--- src/rtl/multicycle_controller.sv ---
// Multicycle RV32I control FSM: sequences fetch/decode/execute/memory/writeback, drives all datapath selects and strobes.
// Latency 3-5 clocks per instruction (branch 3, lw 5); no backpressure, advances one state every clock.
module multicycle_controller #(
  parameter bit EN_BNE          = 1'b1,
  parameter bit HALT_ON_ILLEGAL = 1'b0
) (
  input  logic       clk,
  input  logic       reset,
  input  logic [6:0] op,
  input  logic [2:0] funct3,
  input  logic       funct7b5,
  input  logic       Zero,
  output logic       PCWrite,
  output logic       AdrSrc,
  output logic       MemWrite,
  output logic       IRWrite,
  output logic [1:0] ResultSrc,
  output logic [1:0] ALUSrcA,
  output logic [1:0] ALUSrcB,
  output logic [2:0] ALUControl,
  output logic [1:0] ImmSrc,
  output logic       RegWrite,
  output logic       IllegalInstr
);

  localparam logic [3:0] FETCH    = 4'd0;
  localparam logic [3:0] DECODE   = 4'd1;
  localparam logic [3:0] MEMADR   = 4'd2;
  localparam logic [3:0] MEMREAD  = 4'd3;
  localparam logic [3:0] MEMWRITE = 4'd4;
  localparam logic [3:0] MEMWB    = 4'd5;
  localparam logic [3:0] EXECUTER = 4'd6;
  localparam logic [3:0] EXECUTEI = 4'd7;
  localparam logic [3:0] ALUWB    = 4'd8;
  localparam logic [3:0] BRANCH   = 4'd9;
  localparam logic [3:0] JAL      = 4'd10;
  localparam logic [3:0] HALT     = 4'd11;

  localparam logic [6:0] OP_LW  = 7'b0000011;
  localparam logic [6:0] OP_SW  = 7'b0100011;
  localparam logic [6:0] OP_R   = 7'b0110011;
  localparam logic [6:0] OP_I   = 7'b0010011;
  localparam logic [6:0] OP_BR  = 7'b1100011;
  localparam logic [6:0] OP_JAL = 7'b1101111;

  logic [3:0] state;
  logic [3:0] state_nxt;
  logic       illegal;
  logic [2:0] alu_funct;
  logic       pc_write;
  logic       mem_write;
  logic       ir_write;
  logic       reg_write;
  logic       illegal_flag;

  always_ff @(posedge clk or posedge reset) begin
    if (reset) state <= FETCH;
    else       state <= state_nxt;
  end

  // Every unsupported encoding is caught here so execute states never see one.
  always_comb begin
    illegal = 1'b0;
    case (op)
      OP_LW, OP_SW, OP_JAL: illegal = 1'b0;
      OP_R, OP_I: begin
        case (funct3)
          3'b000, 3'b010, 3'b110, 3'b111: illegal = 1'b0;
          default:                        illegal = 1'b1;
        endcase
      end
      OP_BR: begin
        if (funct3 == 3'b000)                illegal = 1'b0;
        else if (funct3 == 3'b001 && EN_BNE) illegal = 1'b0;
        else                                 illegal = 1'b1;
      end
      default: illegal = 1'b1;
    endcase
  end

  always_comb begin
    state_nxt = FETCH;
    case (state)
      FETCH: state_nxt = DECODE;
      DECODE: begin
        if (illegal) begin
          state_nxt = HALT_ON_ILLEGAL ? HALT : FETCH;
        end else begin
          case (op)
            OP_LW, OP_SW: state_nxt = MEMADR;
            OP_R:         state_nxt = EXECUTER;
            OP_I:         state_nxt = EXECUTEI;
            OP_BR:        state_nxt = BRANCH;
            OP_JAL:       state_nxt = JAL;
            default:      state_nxt = FETCH;
          endcase
        end
      end
      MEMADR:                   state_nxt = (op == OP_LW) ? MEMREAD : MEMWRITE;
      MEMREAD:                  state_nxt = MEMWB;
      EXECUTER, EXECUTEI, JAL:  state_nxt = ALUWB;
      MEMWB, MEMWRITE, ALUWB:   state_nxt = FETCH;
      BRANCH:                   state_nxt = FETCH;
      HALT:                     state_nxt = HALT;
      default:                  state_nxt = FETCH;
    endcase
  end

  // op[5] separates R-type from I-type, so addi with instr[30] set still adds.
  always_comb begin
    alu_funct = 3'b000;
    case (funct3)
      3'b000:  alu_funct = (op[5] && funct7b5) ? 3'b001 : 3'b000;
      3'b010:  alu_funct = 3'b101;
      3'b110:  alu_funct = 3'b011;
      3'b111:  alu_funct = 3'b010;
      default: alu_funct = 3'b000;
    endcase
  end

  always_comb begin
    pc_write     = 1'b0;
    mem_write    = 1'b0;
    ir_write     = 1'b0;
    reg_write    = 1'b0;
    illegal_flag = 1'b0;
    AdrSrc       = 1'b0;
    ResultSrc    = 2'b00;
    ALUSrcA      = 2'b00;
    ALUSrcB      = 2'b00;
    ALUControl   = 3'b000;
    case (state)
      FETCH: begin
        ir_write  = 1'b1;
        pc_write  = 1'b1;
        ALUSrcB   = 2'b10;
        ResultSrc = 2'b10;
      end
      DECODE: begin
        ALUSrcA      = 2'b01;
        ALUSrcB      = 2'b01;
        illegal_flag = illegal;
      end
      MEMADR: begin
        ALUSrcA = 2'b10;
        ALUSrcB = 2'b01;
      end
      MEMREAD: AdrSrc = 1'b1;
      MEMWRITE: begin
        AdrSrc    = 1'b1;
        mem_write = 1'b1;
      end
      MEMWB: begin
        ResultSrc = 2'b01;
        reg_write = 1'b1;
      end
      EXECUTER: begin
        ALUSrcA    = 2'b10;
        ALUControl = alu_funct;
      end
      EXECUTEI: begin
        ALUSrcA    = 2'b10;
        ALUSrcB    = 2'b01;
        ALUControl = alu_funct;
      end
      ALUWB: reg_write = 1'b1;
      BRANCH: begin
        ALUSrcA    = 2'b10;
        ALUControl = 3'b001;
        pc_write   = funct3[0] ? ~Zero : Zero;
      end
      JAL: begin
        ALUSrcA  = 2'b01;
        ALUSrcB  = 2'b10;
        pc_write = 1'b1;
      end
      HALT: illegal_flag = 1'b1;
      default: ;
    endcase
  end

  always_comb begin
    ImmSrc = 2'b00;
    case (op)
      OP_SW:   ImmSrc = 2'b01;
      OP_BR:   ImmSrc = 2'b10;
      OP_JAL:  ImmSrc = 2'b11;
      default: ImmSrc = 2'b00;
    endcase
  end

  // Reset gates strobes combinationally so nothing writes in the reset delta.
  assign PCWrite      = pc_write     & ~reset;
  assign MemWrite     = mem_write    & ~reset;
  assign IRWrite      = ir_write     & ~reset;
  assign RegWrite     = reg_write    & ~reset;
  assign IllegalInstr = illegal_flag & ~reset;

endmodule

--- config.mk ---
export PLATFORM = sky130hd
export DESIGN_NAME = multicycle_controller
export DESIGN_NICKNAME = d
export VERILOG_FILES = /design/src/rtl/multicycle_controller.sv
export SDC_FILE = /design/constraint.sdc
export NUM_CORES = 1
export LEC_CHECK = 0
export BUFFER_PORTS_ARGS = -buffer_cell sky130_fd_sc_hd__buf_4
export CAP_MARGIN = 20
export CORE_UTILIZATION = 40
export CTS_BUF_LIST = sky130_fd_sc_hd__clkbuf_4 sky130_fd_sc_hd__clkbuf_8
export CTS_CLUSTER_SIZE = 16
export DETAILED_ROUTE_END_ITERATION = 12
export GPL_ROUTABILITY_DRIVEN = 0
export PLACE_DENSITY_LB_ADDON = 0.3
export SLEW_MARGIN = 20
export SYNTH_ARGS = -nofsm -noshare
export SYNTH_HDL_FRONTEND = slang
export SYNTH_SLANG_ARGS = --single-unit
--- constraint.sdc ---
create_clock -name clk -period 1.6 [get_ports clk]
set_input_delay 0.08 -clock clk [delete_from_list [all_inputs] [get_ports clk]]
set_output_delay 0.08 -clock clk [all_outputs]
set_load 0.05 [all_outputs]
== Yosys cells after proc, flatten, opt, wreduce, memory -nomap -nowiden ==
Index checks and enable logic that the tools add are counted.
Word-level totals
  register bits: 4
  word-level logic and storage cells: 66
Cells by class
  bitwise gates (word level): 7
  mux-type cells: 22
  reduce and logical (&&, ||, !) cells: 15
  equality and inequality tests: 21
Operators by type and width (count)
  $pmux W4 S6: 1
  $pmux W4 S5: 1
  $eq A4 B3 Y1 const B: 4
  $eq A4 B4 Y1 const B: 4
  $eq A7 B6 Y1 const B: 2
  $eq A7 B7 Y1 const B: 2
  $reduce_or A2 Y1: 7
  $pmux W2 S2: 3
  $pmux W3 S4: 1
  $mux W1: 9
  $reduce_or A3 Y1: 3
  $eq A4 B2 Y1 const B: 2
  $reduce_or A4 Y1: 2
  $eq A7 B2 Y1 const B: 1
  $eq A7 B5 Y1 const B: 1
  $eq A3 B3 Y1 const B: 2
  $pmux W2 S3: 1
  $pmux W3 S2: 1
  $and A1 B1 Y1: 5
  $eq A4 B1 Y1 const B: 1
  $logic_not A4 Y1: 1
  $mux W4: 1
  $pmux W1 S2: 2
  $eq A3 B1 Y1 const B: 1
  other kinds (6): 7

== Longest topological paths before layout ==
Gate-level depths: netlist (run 1).
  word-level depth: 6
  depth in mapped cells: 5

== Worst setup path after synthesis (run 1) ==
OpenSTA, ideal clock, no wires.
  kind: register -> output
  start: register state[0]
  end: output IRWrite
  required time: 1520 ps
  arrival: 2768 ps
  path slack: -1248 ps
  cell stages (with the launch flop): 4
  path buffers: 1
  cells stage by stage: dfrtp_1 -> buf_2 -> nor4_1 -> and2_1
On the way
  longest elaborated chain between the ends: 3
Ends and longest elaborated chain
  from (decl): line 46  | logic [3:0] state;
  from (signal assigned): line 58  | else state <= state_nxt;
  $logic_not A4 Y1: line 132  | case (state)
  $mux W1: line 132
  $and A1 B1 Y1: line 195  | assign IRWrite = ir_write & ~reset;
  to (decl): line 16  | output logic IRWrite,
No other way between the ends.

== Final worst setup path (run 1) ==
  start: register state[0]
  end: output ALUSrcB[0]
On the way
  longest elaborated chain between the ends: 3
Ends and longest elaborated chain
  $eq A4 B1 Y1, or another cell as far along: line 132
  $reduce_or A3 Y1 (no source line) or $reduce_or A2 Y1 (tied branches)
  $pmux W2 S2 (*): line 132
  to (decl): line 19  | output logic [1:0] ALUSrcB,
Every way passes the cells marked *; elsewhere a longest branch is shown, timed or not.

==> results of run 1 <==
## power by group through the flow
stage | combinational (W) | clock, W | sequential, W
floorplan | 0.000623 | 0 | 0.000137
global placement | 0.000838 | 0 | 0.000153
detailed placement | 0.000855 | 0 | 0.000157
CTS | 0.000875 | 0.000124 | 0.000159
global route | 0.00102 | 0.000134 | 0.000173
finish | 0.000946 | 0.000121 | 0.000170
## cells in the mapped netlist (all sizes together) (2+ instances only)
master,number,share of area [%]
xor2,2,2.9
o21ai,4,3.3
a21oi,7,5.7
dfrtp,4,16
buf,2,1.6
and3,4,4.1
nand2b,5,6.3
o31ai,2,3.3
a211oi,2,2.4
nor3,5,4.1
nand2,8,4.9
clkbuf,2,1.2
inv,4,2.4
o21a,2,2.4
nor4,3,3.1
nor2b,6,6.1
nor2,10,6.1
a31oi,2,2.0
## kinds of logic after synthesis
kind of cell / Yosys count
compound gates: 24
xor+xnor: 3
mux: 1
flops: 4
simple gates: 49
buf+inv: 8
## layer usage
metal / GRT usage [%] / routed length [um] / vias up
met3: 8.15 / 82 / 4
met4: 6.45 / 17 / 0
met5: 0 / 0 / -
li1: - / - / 400
met2: 48.8 / 1080 / 32
met1: 28.3 / 754 / 391
## layout make-up
| cell class | count | area [um^2] | area share [%] |
|---|---|---|---|
| clock buffers | 3 | 22.5 | 2.00 |
| inverters | 4 | 15.0 | 1.33 |
| multi-input cells | 77 | 627 | 55.7 |
| flip-flops and latches | 4 | 101 | 9.01 |
| well taps | 15 | 18.8 | 1.67 |
| repair buffers | 40 | 340 | 30.3 |
## through the flow
step	worst slack, ns	instances	util (%)	cell area, um^2	TNS (ns)
finish	0.0318	143	82.3	1120	0
global route	-0.0642	143	82.3	1120	-0.0843
CTS	-0.00124	142	76.3	1040	-0.00124
detailed placement	0.140	138	72.4	990	0
global placement	0.192	138	72.4	990	0
floorplan	-0.278	89	-	703	-0.639
## final timing paths
check / start / endpoint
setup / recovery: state[0] / ALUSrcB[0]
hold / removal: op[6] / state[1]
setup reg to reg: state[0] / state[0]
hold reg to reg: state[3] / state[0]
max in group asynchronous: reset / state[0]
min in group asynchronous: reset / state[2]
## repair_timing
item	CTS	global route
hold endpoints to repair	4	0
buffers inserted	0	1
endpoints found under the setup margin	4	10
gates resized for setup	6	20
pin swaps	0	3
gates cloned	0	0
hold buffers	1	0
## critical path, delay by kind of cell, from the launching register on
kind	cells	cell delay, ns
XOR/XNOR	1	0.19
buffers and inverters	2	0.33
flip-flops	1	0.49
multiplexers	1	0.14
AND/OR/NAND/NOR	1	0.11
==> qor.txt, run 1 <==
period utilisation layout - 98.0%
Final HPWL DP - 1.49 mm
Int Pwr - 0.000576 W
mux contribution to synthesized area - 1.63%
Synth async-reset ratio - 100%
Clk network pwr share - 9.7%
most frequent cells in the layout - 29 x buf_4, 10 x buf_6, 7 x nand2_1
share of power burned in registers - 13.8%
P_leak - 0.483 nW
largest registers - state x4
post-DR vias/cell - 5.78
Setup CP Type - register to output pin
R2R cell count - 3
DR pass1 iterations - 4
num rows - 13
deepest clock path buffer count - 2
adder-cell share of the synthesized area - 0%
vias in the first global route - 767
Worst-path clk slew - 0.03 ns
largest net degree at the start of global routing - 12
CTS root buffer - clkbuf_4
RSZ-0062 raised after global routing - true
slowest cell on the critical path - dfrtp_2
Required @ worst endpoint - 1.52 ns
IO Port Bufs - 30
crit path time final - 1.57 ns
overflow left after global routing - 0
Max VDD drop - 0.801 mV
synth-to-layout area growth - 83.1%
status - finished, final reports clean
CORE AREA - 1370 um^2
most common cell after layout, fill and taps aside - buf_4
relative slew slack - 75.3%
routed vias - 827
max reg flops - 4
register-to-register path setup slack - 0.24 ns
mapped cell area - 614 um^2
total routed wirelength - 1.93 mm
total power per unit cell area - 1100 nW/um^2
register area share after synthesis - 16.3%
Final nets - 144
chip width - 41.2 um
most flop-heavy register - state
PnR Total Power - 0.00124 W
#FFs+latches synth - 4
TritonCTS clock tree - built
XOR/XNOR Fraction of Synth Area - 4.28%
most frequent CP cell - buf_6
logic gate share of total power - 76.5%
CP peak stage delay - 0.49 ns
syn_nets - 103
CP Max Fanout - 7
Yosys Warn Count - 0
dominant synthesized flop cell - dfrtp_1
Wirelength per Cell - 13.5 um
TritonCTS Buffers - 3
Final Slew Violations - 0
Worst Hold Class - primary input to register
net switching fraction of the power - 53.5%
number of synthesized flops with an enable pin - 0
worst-path cell chain - buf_6 > xnor2_1 > mux2i_1 > nor2_2 > buf_6
H-tree levels - 1
layout cells sized above 1 - 56.3%
DRT antenna net count - 0
Synth Area in Simple Gates - 45.2%
largest family of logic cells by synthesized area - simple AND/OR/NAND/NOR gates
Final Setup Violations - 0
Syn Area/Cell - 6.90 um^2
initial antenna violation count - 0
clock sinks - 4
Remaining DRCs - 0
Total Routing Usage GR - 26.3%
Antenna Cells - 0
Worst-Skew Late Latency - 0.23 ns
f_max - 638 MHz
first-pass GRT wire length - 3.04 mm
DIE HEIGHT - 41.2 um
Worst Setup Start Kind - register
Hold Path Stages - 3
Sw Pwr - 0.000662 W
Final Hold Fails - 0
Synth cell types - 36
complex-gate fraction of the synthesized area - 27.3%
arrival time at the worst endpoint - 1.49 ns
fillcell total - 99
Fin Hold WS - 0.255 ns
cell count after synthesis - 89
DRT iter0 DRCs - 21
Starting Density - 45.0%
Least-Margin Pin Slew - 0.368 ns
Ports - 31
die area - 1700 um^2
CP Capture Type - output pin
max_cap viols - 0
clk_skew - 0.00469 ns
(Power assumes the default switching activity.)
==> run 2: changes to the inputs <==
- REMOVE_ABC_BUFFERS: unset -> 1
==> qor.txt, run 2 (synthesized netlist as in run 1, its figures left out) <==
DR pass1 iterations - 4
Worst-path clk slew - 0.04 ns
DRT antenna net count - 0
layout cells sized above 1 - 54.2%
initial antenna violation count - 0
largest net degree at the start of global routing - 17
Remaining DRCs - 0
arrival time at the worst endpoint - 1.50 ns
Final HPWL DP - 1.36 mm
clk_skew - 0.00475 ns
Clk network pwr share - 10.2%
share of power burned in registers - 12.6%
chip width - 41.2 um
Setup CP Type - register to output pin
most common cell after layout, fill and taps aside - buf_4
P_leak - 0.484 nW
Sw Pwr - 0.000653 W
crit path time final - 1.58 ns
IO Port Bufs - 30
Worst-Skew Late Latency - 0.23 ns
deepest clock path buffer count - 2
f_max - 633 MHz
Final nets - 147
overflow left after global routing - 0
most flop-heavy register - state
placed cell area - 878 um^2
Int Pwr - 0.000602 W
Least-Margin Pin Slew - 0.387 ns
Worst Hold Class - primary input to register
Max VDD drop - 0.639 mV
CP Capture Type - output pin
Final Hold Fails - 0
TritonCTS clock tree - built
most frequent cells in the layout - 34 x buf_4, 8 x nand2_1, 7 x nor2_1, 7 x buf_6, 5 x a21oi_1
Final Setup Violations - 0
logic gate share of total power - 77.2%
RSZ-0062 raised after global routing - true
Post-Layout Inst Area - 1090 um^2
total power per unit cell area - 1160 nW/um^2
max reg flops - 4
CP Max Fanout - 6
die area - 1700 um^2
Starting Density - 45.0%
Final TNS setup - 0 ns
largest registers - state x4
TritonCTS Buffers - 3
DIE HEIGHT - 41.2 um
Worst Setup Start Kind - register
net switching fraction of the power - 52.0%
Total Routing Usage GR - 23.6%
placed insts - 135
vias in the first global route - 656
first-pass GRT wire length - 2.72 mm
Ports - 31
post-route non-filler standard cell count - 146
total routed wirelength - 1.98 mm
CORE AREA - 1370 um^2
clock sinks - 4
Antenna Cells - 0
num rows - 13
post-DR vias/cell - 5.57
relative slew slack - 74.0%
period utilisation layout - 98.7%
Wirelength per Cell - 13.5 um
status - finished, final reports clean
Required @ worst endpoint - 1.52 ns
DRT iter0 DRCs - 10
routed vias - 813
H-tree levels - 1
Final Slew Violations - 0
synth-to-layout area growth - 76.8%
max_cap viols - 0
CTS root buffer - clkbuf_4
run 2: path summary, 6_finish.rpt:
check	start	cells after the start	endpoint	slack (ns)
max	state[2]	5	IllegalInstr	0.02
min	op[6]	3	state[1]	0.27
max reg2reg	state[0]	3	state[2]	0.25
min reg2reg	state[3]	2	state[0]	0.67
max in group asynchronous	reset	3	state[3]	1.06
min in group asynchronous	reset	3	state[2]	0.35
run 2: through the flow:
| stage | hold slack (ns) | utilization, % | total power (W) | setup WS, ns |
|---|---|---|---|---|
| final | 0.266 | 79.5 | 0.00125 | 0.0213 |
| after global routing | 0.270 | 79.5 | 0.00133 | -0.0515 |
| after CTS | 0.249 | 72.6 | 0.00113 | 0.00151 |
| after detailed placement | 0.0199 | 64.3 | 0.000927 | 0.103 |
| after global placement | 0.0114 | 64.3 | 0.000914 | 0.123 |
| after floorplan | -0.149 | - | 0.000676 | -1.20 |
run 2: worst max-delay path: stages, from the launching register on:
cell      delay (ns)
dfrtp_2         0.45
nor2b_4         0.14
and3_4          0.22
a21oi_2         0.05
a211oi_2        0.21
buf_6           0.19
run 2: layout make-up:
type                            instances  area [um^2]
Fill cell                             100          280
Timing Repair Buffer                   43          349
Tap cell                               15         18.8
Clock buffer                            3         22.5
Inverter                                4         15.0
Multi-Input combinational cell         77          577
Sequential cell                         4          104
run 2: repair_timing:
item | in CTS | in global routing
gates cloned | 0 | 1
endpoints found under the hold margin | 4 | 0
pin swaps | 2 | 3
gates resized for setup | 13 | 19
hold buffers | 1 | 0
buffers inserted | 4 | 2
endpoints found under the setup margin | 4 | 10
run 2: layer usage:
layer	share of wire (%)	routed length (um)	global-route usage, %
met5	0	0	0
met1	38	752	26.2
met3	4.2	82	3.80
met2	56	1110	48.4
met4	1.5	30	0
run 2: power by group through the flow:
stage,combinational (W),clock [W],sequential (W)
5_1_grt,0.00103,0.000139,0.000163
6_report,0.000968,0.000128,0.000159
2_1_floorplan,0.000512,0,0.000163
4_1_cts,0.000854,0.000125,0.000152
3_3_place_gp,0.000756,0,0.000158
3_5_place_dp,0.000768,0,0.000160
